File: config.mk
export PLATFORM = sky130hd
export DESIGN_NAME = floor_request_scheduler_flat
export DESIGN_NICKNAME = d
export VERILOG_FILES = /design/src/rtl/floor_req_if.sv /design/src/rtl/floor_request_scheduler.sv /design/src/flat_wrapper.sv
export SDC_FILE = /design/constraint.sdc
export NUM_CORES = 1
export LEC_CHECK = 0
export BUFFER_PORTS_ARGS = -buffer_cell sky130_fd_sc_hd__buf_2
export CAP_MARGIN = 20
export CORE_ASPECT_RATIO = 1.5
export CORE_MARGIN = 2
export CORE_UTILIZATION = 45
export CTS_CLUSTER_SIZE = 30
export DETAILED_ROUTE_END_ITERATION = 12
export PLACE_DENSITY_LB_ADDON = 0.05
export REMOVE_ABC_BUFFERS = 1
export SYNTH_ARGS = -nofsm -noshare
export SYNTH_HDL_FRONTEND = slang
export SYNTH_SLANG_ARGS = --single-unit
File: constraint.sdc
create_clock -name clk -period 2.54 [get_ports clk]
set_clock_uncertainty 0.1 [all_clocks]
set_input_delay 0.508 -clock clk [delete_from_list [all_inputs] [get_ports clk]]
set_output_delay 0.508 -clock clk [all_outputs]
set_load 0.03 [all_outputs]
File: src/rtl/floor_req_if.sv
// Request/decision bundle between request decode, the floor scheduler and the motion controller.
// master drives the requests and the car position; slave is the scheduler that drives the decision outputs.
interface floor_req_if #(
  parameter int FLOORS = 8
);
  localparam int FLOOR_W = $clog2(FLOORS);

  logic               req_valid;
  logic [FLOOR_W-1:0] req_floor;
  logic [FLOOR_W-1:0] now_floor;
  logic               arrived;
  logic [1:0]         dir;
  logic [FLOOR_W-1:0] target;
  logic               target_valid;
  logic               stop_here;
  logic [FLOORS-1:0]  pending;

  modport master (
    output req_valid, req_floor, now_floor, arrived,
    input  dir, target, target_valid, stop_here, pending
  );

  modport slave (
    input  req_valid, req_floor, now_floor, arrived,
    output dir, target, target_valid, stop_here, pending
  );
endinterface

File: src/rtl/floor_request_scheduler.sv
// SCAN scheduler for one car: latches floor requests into a pending bitmap and each cycle picks
// a travel direction plus the nearest pending target, with all decisions made on the updated bitmap.
module floor_request_scheduler #(
  parameter  int FLOORS  = 8,
  localparam int FLOOR_W = $clog2(FLOORS)
) (
  input  logic        clk,
  input  logic        rst_n,
  floor_req_if.slave  bus
);

  typedef enum logic [1:0] {
    IDLE = 2'b00,
    UP   = 2'b01,
    DOWN = 2'b10
  } state_t;

  state_t             state_q, state_d;
  logic [FLOORS-1:0]  pending_q, pending_d;
  logic [FLOOR_W-1:0] target_q, target_d;
  logic               tvalid_q, tvalid_d;
  logic               stop_q, stop_d;

  logic               above, below, here;
  logic [FLOOR_W-1:0] up_tgt, dn_tgt;

  // Floor indices >= FLOORS never match a bit, so out-of-range requests and arrivals fall out naturally.
  // The clear is applied after the set so a same-cycle request at the car's floor counts as served.
  always_comb begin
    pending_d = pending_q;
    for (int i = 0; i < FLOORS; i++) begin
      if (bus.req_valid && (bus.req_floor == FLOOR_W'(i))) pending_d[i] = 1'b1;
      if (bus.arrived   && (bus.now_floor == FLOOR_W'(i))) pending_d[i] = 1'b0;
    end
  end

  always_comb begin
    above  = 1'b0;
    below  = 1'b0;
    here   = 1'b0;
    dn_tgt = '0;
    for (int i = 0; i < FLOORS; i++) begin
      if (pending_d[i]) begin
        if (FLOOR_W'(i) > bus.now_floor) above = 1'b1;
        if (FLOOR_W'(i) < bus.now_floor) begin
          below  = 1'b1;
          dn_tgt = FLOOR_W'(i);
        end
        if (FLOOR_W'(i) == bus.now_floor) here = 1'b1;
      end
    end
  end

  // Descending walk leaves the lowest pending floor above the car.
  always_comb begin
    up_tgt = '0;
    for (int i = FLOORS - 1; i >= 0; i--) begin
      if (pending_d[i] && (FLOOR_W'(i) > bus.now_floor)) up_tgt = FLOOR_W'(i);
    end
  end

  always_comb begin
    state_d  = state_q;
    target_d = bus.now_floor;
    unique case (state_q)
      DOWN: begin
        if (below)      state_d = DOWN;
        else if (above) state_d = UP;
        else            state_d = IDLE;
      end
      default: begin
        if (above)      state_d = UP;
        else if (below) state_d = DOWN;
        else            state_d = IDLE;
      end
    endcase
    unique case (state_d)
      UP:      target_d = up_tgt;
      DOWN:    target_d = dn_tgt;
      default: target_d = bus.now_floor;
    endcase
    tvalid_d = (state_d != IDLE) | here;
    stop_d   = here & ~bus.arrived;
  end

  always_ff @(posedge clk or negedge rst_n) begin
    if (!rst_n) begin
      state_q   <= IDLE;
      pending_q <= '0;
      target_q  <= '0;
      tvalid_q  <= 1'b0;
      stop_q    <= 1'b0;
    end else begin
      state_q   <= state_d;
      pending_q <= pending_d;
      target_q  <= target_d;
      tvalid_q  <= tvalid_d;
      stop_q    <= stop_d;
    end
  end

  assign bus.dir          = state_q;
  assign bus.target       = target_q;
  assign bus.target_valid = tvalid_q;
  assign bus.stop_here    = stop_q;
  assign bus.pending      = pending_q;

endmodule

File: src/flat_wrapper.sv
// flat-port wrapper written by rule: the top's interface ports become plain ports
module floor_request_scheduler_flat 
#(
  parameter  int FLOORS  = 8,
  localparam int FLOOR_W = $clog2(FLOORS)
)
  (clk, rst_n, bus_req_valid, bus_req_floor, bus_now_floor, bus_arrived, bus_dir, bus_target, bus_target_valid, bus_stop_here, bus_pending);
  floor_req_if #(.FLOORS(FLOORS)) bus_i ();
  input  logic clk;
  input  logic rst_n;
  input wire logic [$bits(bus_i.req_valid)-1:0] bus_req_valid;
  input wire logic [$bits(bus_i.req_floor)-1:0] bus_req_floor;
  input wire logic [$bits(bus_i.now_floor)-1:0] bus_now_floor;
  input wire logic [$bits(bus_i.arrived)-1:0] bus_arrived;
  output wire logic [$bits(bus_i.dir)-1:0] bus_dir;
  output wire logic [$bits(bus_i.target)-1:0] bus_target;
  output wire logic [$bits(bus_i.target_valid)-1:0] bus_target_valid;
  output wire logic [$bits(bus_i.stop_here)-1:0] bus_stop_here;
  output wire logic [$bits(bus_i.pending)-1:0] bus_pending;
  assign bus_i.req_valid = bus_req_valid;
  assign bus_i.req_floor = bus_req_floor;
  assign bus_i.now_floor = bus_now_floor;
  assign bus_i.arrived = bus_arrived;
  assign bus_dir = bus_i.dir;
  assign bus_target = bus_i.target;
  assign bus_target_valid = bus_i.target_valid;
  assign bus_stop_here = bus_i.stop_here;
  assign bus_pending = bus_i.pending;
  floor_request_scheduler #(.FLOORS(FLOORS)) u_core (.clk(clk), .rst_n(rst_n), .bus(bus_i));
endmodule
==> summary.md <==
| Metric | Value |
|---|---|
| Status | `completed` |
| Syn avg cell area | `9.303 um2` |
| Cells after Synth | `131` |
| Synth async-reset ratio | `1.000` |
| Skew-Pair Late Insertion Delay | `0.26 ns` |
| Chip Width | `46.49 um` |
| GP Congestion | `0.8657` |
| Worst setup EP type | `register` |
| Hold Crit Class | `input pin to async pin` |
| ANT nets after route | `0` |
| Via count | `1139` |
| Crit path max fanout | `7` |
| Cts hold-fix bufs | `0` |
| Drt drc | `0` |
| Register area share after synthesis | `0.3080` |
| Tightest Pin Transition | `0.4626 ns` |
| CTS Root Cell | `clkbuf_8` |
| Chip Height | `67.74 um` |
| Post-DP HPWL | `2560 um` |
| Peak VDD IR | `312.3 uV` |
| Layout Nets | `164` |
| Total core area | `2619 um2` |
| Core Util, Final | `0.5346` |
| Count leader, synth | `dfrtp_1` |
| CTS H-tree depth | `1` |
| CP bufs+invs | `0` |
| Top-area cell type share of the netlist area | `0.3080` |
| Worst-path clk slew | `0.06 ns` |
| Top cells by area, synth | `dfrtp_1 31%, nor2_1 4.3%, a21oi_1 3.3%` |
| Diodes inserted | `0` |
| Slowest stage delay, CP | `0.54 ns` |
| Switching share of power | `0.4254` |
| Total negative slack | `0 ns` |
| Critical Path Source Type | `register` |
| Clock group share of total power | `0.204` |
| Slew Viols, Final | `0` |
| P&R area growth vs syn | `14.89%` |
| Number of max-cap violations | `0` |
| Rows | `23` |
| Fraction of layout cells with a size suffix above 1 | `0.3529` |
| Drt first-iter violations | `39` |
| Ports | `25` |
| Mapped cell area | `1219 um2` |
| Rel. slew slack | `0.6877` |
| Largest area contributor in the netlist | `dfrtp_1` |
| Starting Density | `0.4654` |
| Vias in the first global route | `1071` |
| Hold Vio Cnt, Final | `0` |
| Final Cycle Share | `0.8588` |
| Post-synth cell types | `59` |
| Slowest CP cell | `or4_1` |
| Global Route Usage Sum | `0.2427` |
| Arr. time, crit path | `2.21 ns` |
| Global-route wire length before repair | `5423 um` |
| Combinational power share | `0.465` |
| Synth top cells by count | `15 x dfrtp_1, 14 x nor2_1, 8 x a21oi_1, 5 x inv_1` |
| WP data required | `2.57 ns` |
| # setup viols final | `0` |
| Cell family with most CP delay | `simple AND/OR/NAND/NOR gates` |
| Port bufs | `24` |
| Vias per cell | `5.995` |
| Pin count of the biggest net entering global routing | `19` |
| Pwr/cell area | `708.5 nW/um2` |
| Net Sw Power | `0.4220 mW` |
| EDFF count, synth | `0` |
| Main synth FF type | `dfrtp_1` |
| Die area | `3149 um2` |
| Wirelength, routed | `3247 um` |
| Fmax | `0.4584 GHz` |
| Internal power | `0.5700 mW` |
| Iteration count of the initial detailed-routing pass | `4` |
| CTS Buffer Depth | `2` |
| Clock Sinks | `15` |
| Unrepaired setup endpoints after global routing | `false` |
| Cell Chain, Critical Path | `or2_2, nor2_1, o221ai_2, nand2b_1, or4_1` |
| CTS tree | `built` |
| Synth Register Bits | `15` |
| Critical path type | `register to register` |
| Sequential share of power | `0.330` |
| Synth Warn # | `0` |
| Crit. Startpoint | `u_core.bus.pending[2]` |
| Fin crit period | `2.181 ns` |
| Post-DR wirelength/cell | `17.09 um` |
| GRT Residual Overflow | `0` |
| Setup bufs post-CTS | `0` |
| Initial antenna violation count | `0` |
| Leakage | `0.5693 nW` |
| CTS Buf Count | `3` |
| R2r startpoint | `u_core.bus.pending[2]` |
| Post-CTS sizing | `0` |
## power groups by stage
stage               sequential, mW  clock, mW  combinational (mW)
floorplan                    0.431          0               0.217
global placement             0.329          0               0.460
detailed placement           0.332          0               0.461
CTS                          0.328      0.204               0.462
global route                 0.336      0.219               0.503
finish                       0.328      0.203               0.461
## final cells by class
cell class              instances  area (um2)
clock buffers                   4       45.04
fillers                       257        1219
inverters                       5       18.77
multi-input cells             101       764.5
flip-flops and latches         15       375.4
well taps                      37       46.29
repair buffers                 28       150.1
## layer usage
metal / GRT usage / vias to the layer above / wire (um)
met2: 0.3976 / 39 / 1697
met4: 0.1429 / 0 / 108
li1: - / 552 / -
met5: 0 / - / 0
met3: 0.01872 / 9 / 120
met1: 0.2992 / 539 / 1321
## flip-flops by register name, summed over array words and instances, names as in the netlist
| signal | count |
|---|---|
| u_core.bus.pending | 8 |
| u_core.bus.target | 3 |
| u_core.bus.dir | 2 |
| u_core.bus.stop_here | 1 |
| u_core.bus.target_valid | 1 |
## cell usage in the layout (no fill, tap or decap), drive strengths merged, types with 2 or more instances in the layout
| cell type | synthesis | layout |
|---|---|---|
| o21ai | 5 | 5 |
| and4bb | 3 | 3 |
| nor3 | 2 | 2 |
| nand2 | 4 | 4 |
| nand4b | 2 | 2 |
| or2 | 3 | 3 |
| clkbuf | 1 | 4 |
| nand2b | 2 | 2 |
| nor2b | 2 | 2 |
| inv | 5 | 5 |
| and2 | 4 | 4 |
| nor2 | 16 | 16 |
| a211oi | 3 | 3 |
| a21oi | 9 | 9 |
| a31oi | 6 | 6 |
| o211ai | 4 | 4 |
| a41oi | 2 | 2 |
| dfrtp | 15 | 15 |
| nor3b | 3 | 3 |
| o22ai | 2 | 2 |
| buf | 9 | 28 |
| a21o | 2 | 2 |
| o31ai | 2 | 2 |
| o32ai | 3 | 3 |
| o221ai | 3 | 3 |
## path summary, 6_finish.rpt
path / cells past startpoint / slack, ns / endpoint
hold / removal: 1 / 0.04 / u_core.bus.pending[5]
max in group asynchronous: 1 / 2.05 / u_core.bus.pending[0]
hold reg to reg: 2 / 0.46 / u_core.bus.dir[1]
setup reg to reg: 5 / 0.36 / u_core.bus.target_valid
setup / recovery: 5 / 0.36 / u_core.bus.target_valid
min in group clk: 2 / 0.43 / u_core.bus.stop_here
## per-stage QoR
step                cell area [um2]  instances  worst slack [ns]  total power, mW  hold slack, ns
detailed placement             1355        186            0.1248           0.7926          0.3429
global placement               1355        186            0.1557           0.7893          0.3342
global route                   1400        190            0.2866            1.058         0.08061
finish                         1400        190            0.3586           0.9919         0.04480
CTS                            1400        190            0.3602           0.9946         0.06854
floorplan                      1159        121            0.4429           0.6473          0.1124
## kinds of logic (layout without fill, tap and decap cells)
logic type             after synthesis  in the layout  share of synthesized area
multiplexers                         2              2                    0.02772
buffers and inverters               15             37                    0.06468
AO/OA/AOI/OAI                       51             51                     0.3439
AND/OR/NAND/NOR                     48             48                     0.2556
flip-flops                          15             15                     0.3080
Power figures use the tool's default switching activity.
